[config.mk]
export PLATFORM = sky130hd
export DESIGN_NAME = segment_fade_chaser
export DESIGN_NICKNAME = d
export VERILOG_FILES = /design/src/rtl/segment_fade_chaser.sv
export SDC_FILE = /design/constraint.sdc
export NUM_CORES = 1
export LEC_CHECK = 0
export ABC_AREA = 1
export CAP_MARGIN = 25
export CORE_MARGIN = 2
export CORE_UTILIZATION = 40
export CTS_CLUSTER_DIAMETER = 80
export DETAILED_ROUTE_END_ITERATION = 8
export PLACE_DENSITY = 0.61
export SYNTH_ARGS = -nofsm -noshare
export SYNTH_HDL_FRONTEND = slang
export SYNTH_SLANG_ARGS = --single-unit
[constraint.sdc]
create_clock -name clk -period 4.97 [get_ports clk]
set_clock_uncertainty 0.2 [all_clocks]
set_input_delay 0.994 -clock clk [delete_from_list [all_inputs] [get_ports clk]]
set_output_delay 0.994 -clock clk [all_outputs]
set_load 0.1 [all_outputs]
[src/rtl/segment_fade_chaser.sv]
// segment_fade_chaser
// Steps a lit "head" through a programmable segment sequence. Every segment
// keeps a brightness level that decays by a selectable fade mode. Each level is
// rendered as PWM on a registered segment output, and the output polarity
// matches a common-anode or common-cathode display.
module segment_fade_chaser #(
    parameter int                           NUM_SEG        = 7,
    parameter int                           FADE_WIDTH     = 4,
    parameter int                           STEP_WIDTH     = 22,
    parameter int                           FADE_DIV_WIDTH = 16,
    parameter int                           SEQ_LEN        = 8,
    parameter int                           SEG_IDX_W      = 3,
    parameter logic [SEQ_LEN*SEG_IDX_W-1:0] SEQ            = 24'hB93988,
    parameter bit                           COMMON_ANODE   = 1'b1,
    localparam int                          IDX_W          = $clog2(SEQ_LEN)
) (
    input  logic               clk,
    input  logic               reset,
    input  logic               enable,
    input  logic               direction,
    input  logic [2:0]         speed,
    input  logic [1:0]         fade_mode,
    output logic [NUM_SEG-1:0] seg_out,
    output logic [IDX_W-1:0]   step_idx,
    output logic               step_pulse
);

    localparam logic [FADE_WIDTH-1:0] LEVEL_MAX = '1;
    localparam logic [IDX_W-1:0]      IDX_LAST  = IDX_W'(SEQ_LEN - 1);
    // Inactive drive level: all-ones on a common-anode display, all-zeros otherwise.
    localparam logic [NUM_SEG-1:0]    SEG_IDLE  = {NUM_SEG{COMMON_ANODE}};

    logic [2:0]                speed_q;
    logic                      dir_q;
    logic [STEP_WIDTH-1:0]     step_timer;
    logic [STEP_WIDTH-1:0]     step_terminal;
    logic                      step_hit;
    logic [IDX_W-1:0]          next_idx;
    logic [SEG_IDX_W-1:0]      head_seg;
    logic [NUM_SEG-1:0]        head_hit;
    logic [FADE_DIV_WIDTH-1:0] fade_div;
    logic                      fade_tick;
    logic [FADE_WIDTH-1:0]     pwm_cnt;
    logic [FADE_WIDTH-1:0]     level [NUM_SEG];
    logic [NUM_SEG-1:0]        pwm_on;

    // Register speed and direction once; only these copies steer the stepper.
    always_ff @(posedge clk or posedge reset) begin
        if (reset) begin
            speed_q <= '0;
            dir_q   <= 1'b0;
        end else begin
            speed_q <= speed;
            dir_q   <= direction;
        end
    end

    // The step period is terminal+1 cycles. Larger speed values give a higher terminal count and slower steps.
    always_comb begin
        step_terminal = {speed_q, {(STEP_WIDTH-3){1'b1}}};
        step_hit      = enable && (step_timer == step_terminal);
    end

    // Compute the next sequence position, wrapping at both ends.
    always_comb begin
        next_idx = step_idx;
        if (dir_q) begin
            next_idx = (step_idx == IDX_LAST) ? '0 : step_idx + 1'b1;
        end else begin
            next_idx = (step_idx == '0) ? IDX_LAST : step_idx - 1'b1;
        end
    end

    // Step timer and position. The strobe rises together with the new step_idx.
    always_ff @(posedge clk or posedge reset) begin
        if (reset) begin
            step_timer <= '0;
            step_idx   <= '0;
            step_pulse <= 1'b0;
        end else if (step_hit) begin
            step_timer <= '0;
            step_idx   <= next_idx;
            step_pulse <= 1'b1;
        end else begin
            if (enable) begin
                step_timer <= step_timer + 1'b1;
            end
            step_pulse <= 1'b0;
        end
    end

    // Look up the head segment for the current position. Entries >= NUM_SEG match no segment.
    always_comb begin
        head_seg = '0;
        for (int i = 0; i < SEQ_LEN; i++) begin
            if (step_idx == IDX_W'(i)) begin
                head_seg = SEQ[i*SEG_IDX_W +: SEG_IDX_W];
            end
        end
    end

    // One-hot map of the segment that is currently the head.
    always_comb begin
        head_hit = '0;
        for (int i = 0; i < NUM_SEG; i++) begin
            head_hit[i] = (head_seg == SEG_IDX_W'(i));
        end
    end

    // Free-running fade divider and PWM counter. These run whether or not enable is set.
    always_ff @(posedge clk or posedge reset) begin
        if (reset) begin
            fade_div <= '0;
            pwm_cnt  <= '0;
        end else begin
            fade_div <= fade_div + 1'b1;
            pwm_cnt  <= pwm_cnt + 1'b1;
        end
    end

    // The fade tick lasts one cycle and occurs once per divider wrap.
    always_comb begin
        fade_tick = (fade_div == '1);
    end

    // Brightness levels. The head is forced to max, which overrides any fade on the same cycle.
    always_ff @(posedge clk or posedge reset) begin
        if (reset) begin
            for (int i = 0; i < NUM_SEG; i++) begin
                level[i] <= '0;
            end
        end else begin
            for (int i = 0; i < NUM_SEG; i++) begin
                if (head_hit[i]) begin
                    level[i] <= LEVEL_MAX;
                end else begin
                    case (fade_mode)
                        2'b00: level[i] <= '0;
                        2'b01: if (fade_tick) level[i] <= level[i] >> 1;
                        2'b10: if (fade_tick && (level[i] != '0)) level[i] <= level[i] - 1'b1;
                        default: level[i] <= level[i];
                    endcase
                end
            end
        end
    end

    // PWM compare. Level 0 is never on, and max level is on for all but one count.
    always_comb begin
        pwm_on = '0;
        for (int i = 0; i < NUM_SEG; i++) begin
            pwm_on[i] = (level[i] > pwm_cnt);
        end
    end

    // Register the segment drive with the display polarity applied.
    always_ff @(posedge clk or posedge reset) begin
        if (reset) begin
            seg_out <= SEG_IDLE;
        end else begin
            seg_out <= pwm_on ^ SEG_IDLE;
        end
    end

endmodule

Yosys cells after proc, flatten, opt, wreduce, memory -nomap -nowiden

Index checks and enable logic that the tools add are counted.

Register bits: 85
Input port bits: 9
Output and inout bits: 11
Logic and storage cells: 140

$add $sub $neg: 12
Order comparisons: 7
Equality and inequality tests: 31
Mux-type cells: 41
Bitwise gates (word level): 1
Reductions and logical operators: 33

Operator list:

| kind                                                                | count |
|---|---|
| 4-bit 2-to-1 mux                                                    | 21 |
| 4-bit case mux with 3 select lines                                  | 7 |
| 4-bit nonzero test                                                  | 14 |
| 22-bit 2-to-1 mux                                                   | 2 |
| 3-bit != test (second input constant)                               | 14 |
| 4-bit greater-than comparator                                       | 7 |
| 4-bit by 1-bit subtractor with 4-bit output (second input constant) | 7 |
| 3-bit 2-to-1 mux                                                    | 9 |
| 22-bit by 1-bit adder with 22-bit output (second input constant)    | 1 |
| 22-bit == test                                                      | 1 |
| 3-bit == test (second input constant)                               | 7 |
| 3-bit AND reduction                                                 | 7 |
| 16-bit by 1-bit adder with 16-bit output (second input constant)    | 1 |
| 16-bit == test (second input constant)                              | 1 |
| 3-bit by 2-bit == test with 1-bit output (second input constant)    | 4 |
| 1-bit logical AND                                                   | 8 |
| 7-bit NOT                                                           | 1 |
| 3-bit by 1-bit == test with 1-bit output (second input constant)    | 2 |
| 3-bit zero test                                                     | 2 |
| 4-bit by 1-bit adder with 4-bit output (second input constant)      | 1 |
| 3-bit by 1-bit adder with 3-bit output (second input constant)      | 1 |
| 3-bit by 1-bit subtractor with 3-bit output (second input constant) | 1 |
| 2-bit by 1-bit == test with 1-bit output (second input constant)    | 1 |
| 2-bit == test (second input constant)                               | 1 |
| other kinds (3)                                                     | 4 |

Logic depth before layout (Yosys ltp)

Gate-level depths: netlist of run 1.

Word-level depth: 11
Gate-level depth with buffers: 11
Depth with buffers taken out: 10

Least setup slack after synthesis of run 1

OpenSTA, ideal clock, no wires.

Path kind: register to register
From: register step_idx[0]
To: register level[10] in the netlist's numbering
Library setup time: 69 ps
Arrival time: 2166 ps
Required time: 4701 ps
Slack: 2535 ps
Stages on the path, launching flop included: 10
Buffers on the path: 0
Period minus slack after synthesis: 2435 ps
Path through: dfrtp_1 inv_1 ha_1 nand2_1 o21ai_0 o211ai_1 nand2_1 nor2_1 nand2_1 nand3_1

Cells in the longest elaborated chain, start to end: 11
Elaborated cells between the ends (all ways): 20
Those cells by class: eq/ne (10); mux (8); reduce/logical (2)

RTL lines:

| element                                                              | line | text |
|---|---|---|
| start, declared                                                      | 24   | `output logic [IDX_W-1:0] step_idx,` |
| start signal, assigned                                               | 82   | `step_idx <= next_idx;` |
| 3-bit by 1-bit == test with 1-bit output                             | 96   | `if (step_idx == IDX_W'(i)) begin` |
| 1-bit 2-to-1 mux                                                     | 96   |  |
| 3-bit 2-to-1 mux (5 in series)                                       | 96   |  |
| 3-bit 2-to-1 mux (*)                                                 | 96   |  |
| 3-bit == test (*)                                                    | 106  | `head_hit[i] = (head_seg == SEG_IDX_W'(i));` |
| 3-bit != test (no line) / 4-bit nonzero test (equally long branches) | n/a  |  |
| 3-bit AND reduction (no line)                                        | n/a  |  |
| end signal, assigned by index                                        | 139  | `2'b01: if (fade_tick) level[i] <= level[i] >> 1;` |
| end signal, assigned by index                                        | 141  | `default: level[i] <= level[i];` |
| end, declared                                                        | 44   | `logic [FADE_WIDTH-1:0] level [NUM_SEG];` |

Mark *: on every way between the ends. The rest lies on a longest branch, timed or not.
A chain may end at the register's enable or synchronous reset.

Worst setup path in the final report of run 1

From: input fade_mode[0]
To: register level[23] in the netlist's numbering

Cells in the longest elaborated chain, start to end: 3
Elaborated cells between the ends (all ways): 9
Those cells by class: eq/ne (4); mux (2); reduce/logical (3)

RTL lines:

| element                                                                  | line | text |
|---|---|---|
| start, declared                                                          | 22   | `input logic [1:0] fade_mode,` |
| 2-bit == test (tied with other cells)                                    | 137  | `case (fade_mode)` |
| 3-bit != test (no line) (tied with other cells)                          | n/a  |  |
| 3-bit AND reduction (no line) / 4-bit 2-to-1 mux (equally long branches) | n/a  |  |

Parallel ways exist; a longest one is shown, timed or not.

==> results of run 1 <==
-- registers in the layout, summed over array words and instances (netlist names) --
signal      flops
seg_out         7
step_idx        3
step_pulse      1
pwm_cnt         4
dir_q           1
step_timer     22
level          28
speed_q         3
fade_div       16
-- worst max-delay path, stage by stage --
cell,delay [ns]
clkdlybuf4s50_1,0.43
inv_1,0.09
ha_1,0.41
nand2_1,0.60
inv_1,0.40
o21ai_0,0.14
a21oi_1,0.14
nand3_1,0.10
nand3_1,0.11
-- power by group through the flow --
| stage | sequential [mW] | clock [mW] | combinational, mW |
|---|---|---|---|
| finish | 0.850 | 0.697 | 0.584 |
| global route | 0.860 | 0.752 | 0.652 |
| CTS | 0.850 | 0.721 | 0.587 |
| detailed placement | 0.861 | 0 | 0.584 |
| global placement | 0.860 | 0 | 0.565 |
| floorplan | 1.02 | 0 | 0.301 |
-- placed cells by master (no fill, tap or decap), types with 14 or more instances in the layout --
master	count
a21oi_1	27
clkdlybuf4s50_1	19
dfrtp_1	78
ha_1	55
inv_1	82
nand2_1	133
nand3_1	101
nand4_1	14
nor2_1	62
o21ai_0	33
o22ai_1	14
xor2_1	17
-- logic make-up after synthesis --
family	count (synthesis)	share of synthesized area, %
AND/OR/NAND/NOR	334	27.98
buffers and inverters	95	7.096
AO/OA/AOI/OAI	89	9.159
flip-flops	85	38.70
adder cells (fa/ha/maj)	55	12.47
XOR/XNOR	29	4.602
-- metrics by stage --
step / utilization (%) / setup WS [ns]
2_1_floorplan: - / 1.594
3_3_place_gp: 43.89 / 1.396
3_5_place_dp: 43.89 / 1.272
4_1_cts: 46.23 / 1.651
5_1_grt: 46.23 / 1.374
6_report: 46.23 / 1.645
-- routing by layer --
layer,global-route usage [%],up-vias
li1,-,2334
met3,4.746,7
met1,21.52,2114
met4,4.167,0
met5,0,-
met2,30.48,94
-- how the worst max path moves through the flow --
| stage | from | to | slack (ns) |
|---|---|---|---|
| after floorplan | reset | dir_q$_DFF_PP0_ | 1.59 |
| after global placement | fade_mode[0] | level[23]$_DFFE_PP0P_ | 1.40 |
| after detailed placement | fade_mode[0] | level[15]$_DFFE_PP0P_ | 1.27 |
| after CTS | fade_mode[0] | level[15]$_DFFE_PP0P_ | 1.65 |
| after global routing | fade_mode[0] | level[7]$_DFFE_PP0P_ | 1.37 |
| final | fade_mode[0] | level[23]$_DFFE_PP0P_ | 1.64 |
-- layout make-up --
class                           instances  area share, %
Inverter                               83          5.069
Tap cell                              176          3.569
Clock inverter                          4         0.9124
Multi-Input combinational cell        507          48.48
Sequential cell                        85          34.61
Clock buffer                           12          4.157
Timing Repair Buffer                   20          3.204
==> run metrics, run 1 <==
Power per Cell Area=345.2 nW/um2; placed insts=871; Flop pwr share=39.9%; Setup-failing EPs final=0; worst hold slack=0.2473 ns; gr usage total=17.50%; Avg Synthesized Cell Area=around 8.0 um2; Worst Hold Launch=fade_div[0]$_DFF_PP0_; vias in the first global route=around 4.4k; gr ovfl total=0; H-tree depth=3; Clk pwr share=32.7%; Slew headroom=about a third; Worst EP arrival=around 3.4 ns; Worst setup EP type=flop; number of distinct library cells after synthesis=34; Comb power frac=27.4%; average wire per standard cell=13.27 um; Synth area leaders=dfrtp_1 35%, ha_1 12%, nand3_1 9.2%; Post-DP HPWL=8264 um; site row count=42; area delta synth->final=11.81%; Vias=about 4.5k; Slew @ Worst Pin=0.9693 ns; Routed Antenna Nets=0; FF-to-FF setup slack=2.77 ns; fin crit period=3.325 ns; asr flop ratio synth=100.0%; DIE AREA=14,750 um2; Die X=121.5 um; Port Buffers=19; sequential share of the synthesized area=38.70%; initial antenna violation count=0; Fin. Hold Viols=0; total iterations of the first detailed-routing run=5; static leakage=between 3 and 4 nW; area used by multi-input combinational logic=between 2000 and 3000 um2; top_reg_cell synth=dfrtp_1; top cells by count, synth=133 x nand2_1, 101 x nand3_1, 83 x inv_1; Post-synth EDFFs=0; CTS clk-pin slew, worst paths=0.06 ns; Synth top area share=35.37%; crit path kind=in -> reg; Placer Congestion=0.8843; Fmax achieved=300.7 MHz; hold path depth=1; Pint=~1.4 mW; count leader, synth=nand2_1; clock buffer depth=2; chip height=121.5 um; Design Area, Final=just over 6000 um2; initial cell density of the core=41.35%; Syn Std Cell Area=5519 um2; Psw=0.7444 mW; end of the worst hold path=fade_div[0]$_DFF_PP0_; TritonCTS clock tree=yes; crit start category=input port; RSZ-0062 raised after global routing=false; Max IR drop VDD=0.0002356 V; worst hold path type=reg -> reg; Net Count, Synth=751; antenna cells=0; Final Total Pwr=between 2 and 2.5 mW; FF-to-FF path depth=10; # DRC=0; Synth Register Bits=85; met1 wire length=5463 um; WL final=approximately 12,000 um; Worst Path Required=5.05 ns; Yosys top cell by area=dfrtp_1; Vias/cell=just over 5; Root Driver=clkbuf_16; Post-DP Area=5858 um2; reg-to-reg critical path startpoint=fade_div[0]$_DFF_PP0_; routed length on met3=507 um; core area=13,350 um2; Iteration-0 DRC Markers=366; setup_tns=0 ns; Final Cycle Share=~67%; Top Layer Used=met4; FILL cells=1,283; post-CTS setup buffers=0; Slew Viols, Final=0; Sw Ratio=34.95%; Crit Path Max Fanout=22; hold buffers post-CTS=0; Post-Synthesis Cells=687; first-pass GRT wire length=20,620 um; Boundary Pins=20; status=finished, final reports clean; pin count of the biggest net entering global routing=60; clock latency on the worst-skew pair=~0.35 ns; wire length on met2=around 5700 um; Post-layout nets=770; ratio of cells with drive above 1 in the final layout=5.345%; Syn. warnings=0; RR Endpoint=level[27]$_DFFE_PP0P_; cts bufs inserted=9; clk sinks=85; maxcap violations=0; fin cells=887; post_cts resized=0; Reg area=2136 um2
No activity file was read; power rests on OpenSTA's default activity.
==> inputs of run 2 (changes only) <==
==> constraint.sdc (replaced) <==
create_clock -name clk -period 3.2 [get_ports clk]
set_clock_uncertainty 0.2 [all_clocks]
set_input_delay 0.64 -clock clk [delete_from_list [all_inputs] [get_ports clk]]
set_output_delay 0.64 -clock clk [all_outputs]
set_load 0.1 [all_outputs]
==> run metrics, run 2 (same netlist as run 1, synthesis figures left out) <==
status=finished, final reports clean; first-pass GRT wire length=21,180 um (+2.7%); Sw Ratio=33.78% (-1.2 points); H-tree depth=3 (unchanged); Worst Path Required=3.22 ns (-1.83 ns); Worst EP arrival=2.52 ns (-0.88 ns); RR Endpoint=level[18]$_DFFE_PP0P_; gr ovfl total=0 (unchanged); DIE AREA=14,750 um2 (unchanged); clock buffer depth=2 (unchanged); initial antenna violation count=0 (unchanged); chip height=121.5 um (unchanged); area delta synth->final=13.06%; Port Buffers=19 (unchanged); Top cell by count, worst path=nand2_1; Largest regs=level (28), step_timer (22), fade_div (16); hold path depth=1 (unchanged); Slew headroom=63.57% (+28 points); vias in the first global route=4,612 (+4.6%); Comb power frac=26.2% (-1.2 points); Pint=2.279 mW (+64%); end of the worst hold path=fade_div[0]$_DFF_PP0_; pin count of the biggest net entering global routing=33 (-45%); Crit Path Max Fanout=32 (+45%); Vias=4,603 (+1.2%); Placer Congestion=0.8393 (-5.1%); static leakage=3.139 nW (+1.9%); Vias/cell=5.166 (+0.73%); post-CTS setup buffers=0 (unchanged); Slew Viols, Final=0 (unchanged); worst hold slack=0.2437 ns (-0.003615 ns); average wire per standard cell=13.51 um (+1.8%); cts bufs inserted=9 (unchanged); Final Cycle Share=about 78%; Critical Path, Cell by Cell=clkdlybuf4s50_1 > inv_1 > ha_1 > o21bai_1 > nand2_4 > nand2_1 > nand2_1 > nand3_1; reg-to-reg critical path startpoint=fade_div[0]$_DFF_PP0_; site row count=42 (unchanged); Fin. Hold Viols=0 (unchanged); WL final=12,030 um (+2.3%); Post-DP HPWL=8741 um (+5.8%); FF-to-FF setup slack=1.00 ns (-1.77 ns); Slew @ Worst Pin=0.5407 ns (-0.4287 ns); Clk pwr share=35.4% (+2.7 points); commonest non-fill, non-tap cells in the layout=133 x nand2_1, 101 x nand3_1, 82 x inv_1, 78 x dfrtp_1, 62 x nor2_1; FF-to-FF path depth=10 (unchanged); Routed Antenna Nets=0 (unchanged); antenna cells=0 (unchanged); Flop pwr share=38.4% (-1.5 points); hold buffers post-CTS=0 (unchanged); Slowest Stage Delay on Critical Path=0.44 ns (-0.16 ns); Worst setup EP type=flop; Reg area=2136 um2 (unchanged); Worst Hold Launch=fade_div[0]$_DFF_PP0_; gr usage total=18.05% (+0.55 points); Post-layout nets=775 (+0.65%); clk sinks=85 (unchanged); post_cts resized=0 (unchanged); Psw=1.162 mW (+56%); ratio of cells with drive above 1 in the final layout=7.552% (+2.2 points); setup_tns=0 ns (unchanged); worst hold path type=reg -> reg; area used by multi-input combinational logic=2992 um2 (unchanged); initial cell density of the core=41.35% (unchanged); maxcap violations=0 (unchanged); crit start category=input port; fin crit period=between 2 and 3 ns; crit path kind=in -> reg; TritonCTS clock tree=yes; Slowest cell on crit path=clkdlybuf4s50_1; Max IR drop VDD=0.0002999 V (+27%); Die X=121.5 um (unchanged); # DRC=0 (unchanged); core area=13,350 um2 (unchanged); Power per Cell Area=551.5 nW/um2 (+60%); Setup-failing EPs final=0 (unchanged); largest reg by FF count=level; Root Driver=clkbuf_16; RSZ-0062 raised after global routing=false; FILL cells=1,301 (+1.4%); clock latency on the worst-skew pair=0.35 ns (about the same); Iteration-0 DRC Markers=242 (-34%); most common cell after layout, fill and taps aside=nand2_1; CTS clk-pin slew, worst paths=0.06 ns (about the same); Fmax achieved=399.0 MHz; max reg flops=28 (unchanged); total iterations of the first detailed-routing run=5 (unchanged); Boundary Pins=20 (unchanged)
[run 2: changes by cell type in the layout (fill, tap and decap cells not counted), sizes merged]
cell           previous run  this run
buf                       1        17
clkdlybuf4s50            19         8
bufinv                    1         3
clkbuf                   12        10
clkinv                    4         2
inv                      82        83
[run 2: layout make-up]
cell class | count | share of cell area (%)
Multi-Input combinational cell | 507 | 47.94
Sequential cell | 85 | 34.23
Inverter | 83 | 5.013
Clock buffer | 10 | 3.830
Timing Repair Buffer | 25 | 3.730
Tap cell | 176 | 3.529
Clock inverter | 5 | 1.724
[run 2: worst max-delay path, delay by kind of cell]
| family | cells | cell delay (ns) |
|---|---|---|
| and+or+nand+nor | 4 | 0.72 |
| buffers and inverters | 2 | 0.53 |
| adders and majority gates | 1 | 0.44 |
| AOI/OAI and AO/OA | 1 | 0.19 |
[run 2: stage by stage]
stage / utilization (%) / setup WS, ns / power (mW) / instances / area (um2)
after detailed placement: 44.15 / 0.3478 / 2.239 / 876 / 5893
after floorplan: - / 0.1781 / 2.050 / 687 / 5519
after global placement: 44.15 / 0.4190 / 2.209 / 876 / 5893
after global routing: 46.75 / 0.4952 / 3.650 / 891 / 6240
after CTS: 46.75 / 0.6953 / 3.485 / 891 / 6240
final: 46.75 / 0.6937 / 3.441 / 891 / 6240
[run 2: how the worst max path moves through the flow]
stage,from,depth (start not counted),slack (ns),end
3_5_place_dp,fade_mode[0],8,0.35,level[18]$_DFFE_PP0P_
5_1_grt,fade_mode[0],8,0.50,level[18]$_DFFE_PP0P_
3_3_place_gp,fade_mode[0],8,0.42,level[24]$_DFFE_PP0P_
2_1_floorplan,reset,1,0.18,dir_q$_DFF_PP0_
4_1_cts,fade_mode[0],8,0.70,level[18]$_DFFE_PP0P_
6_report,fade_mode[0],8,0.69,level[18]$_DFFE_PP0P_
[run 2: power groups by stage]
stage	Sequential (mW)	Clock, mW	Combinational (mW)
finish	1.32	1.22	0.900
global route	1.34	1.30	1.01
CTS	1.32	1.26	0.905
detailed placement	1.34	0	0.900
global placement	1.34	0	0.872
floorplan	1.58	0	0.468
[run 2: metal layers]
metal | up-vias | part of all wire (%) | global-route usage (%)
li1 | 2336 | - | -
met1 | 2172 | 47 | 22.74
met2 | 81 | 48 | 30.23
met3 | 14 | 3.3 | 4.464
met4 | 0 | 2.0 | 6.106
met5 | - | 0 | 0
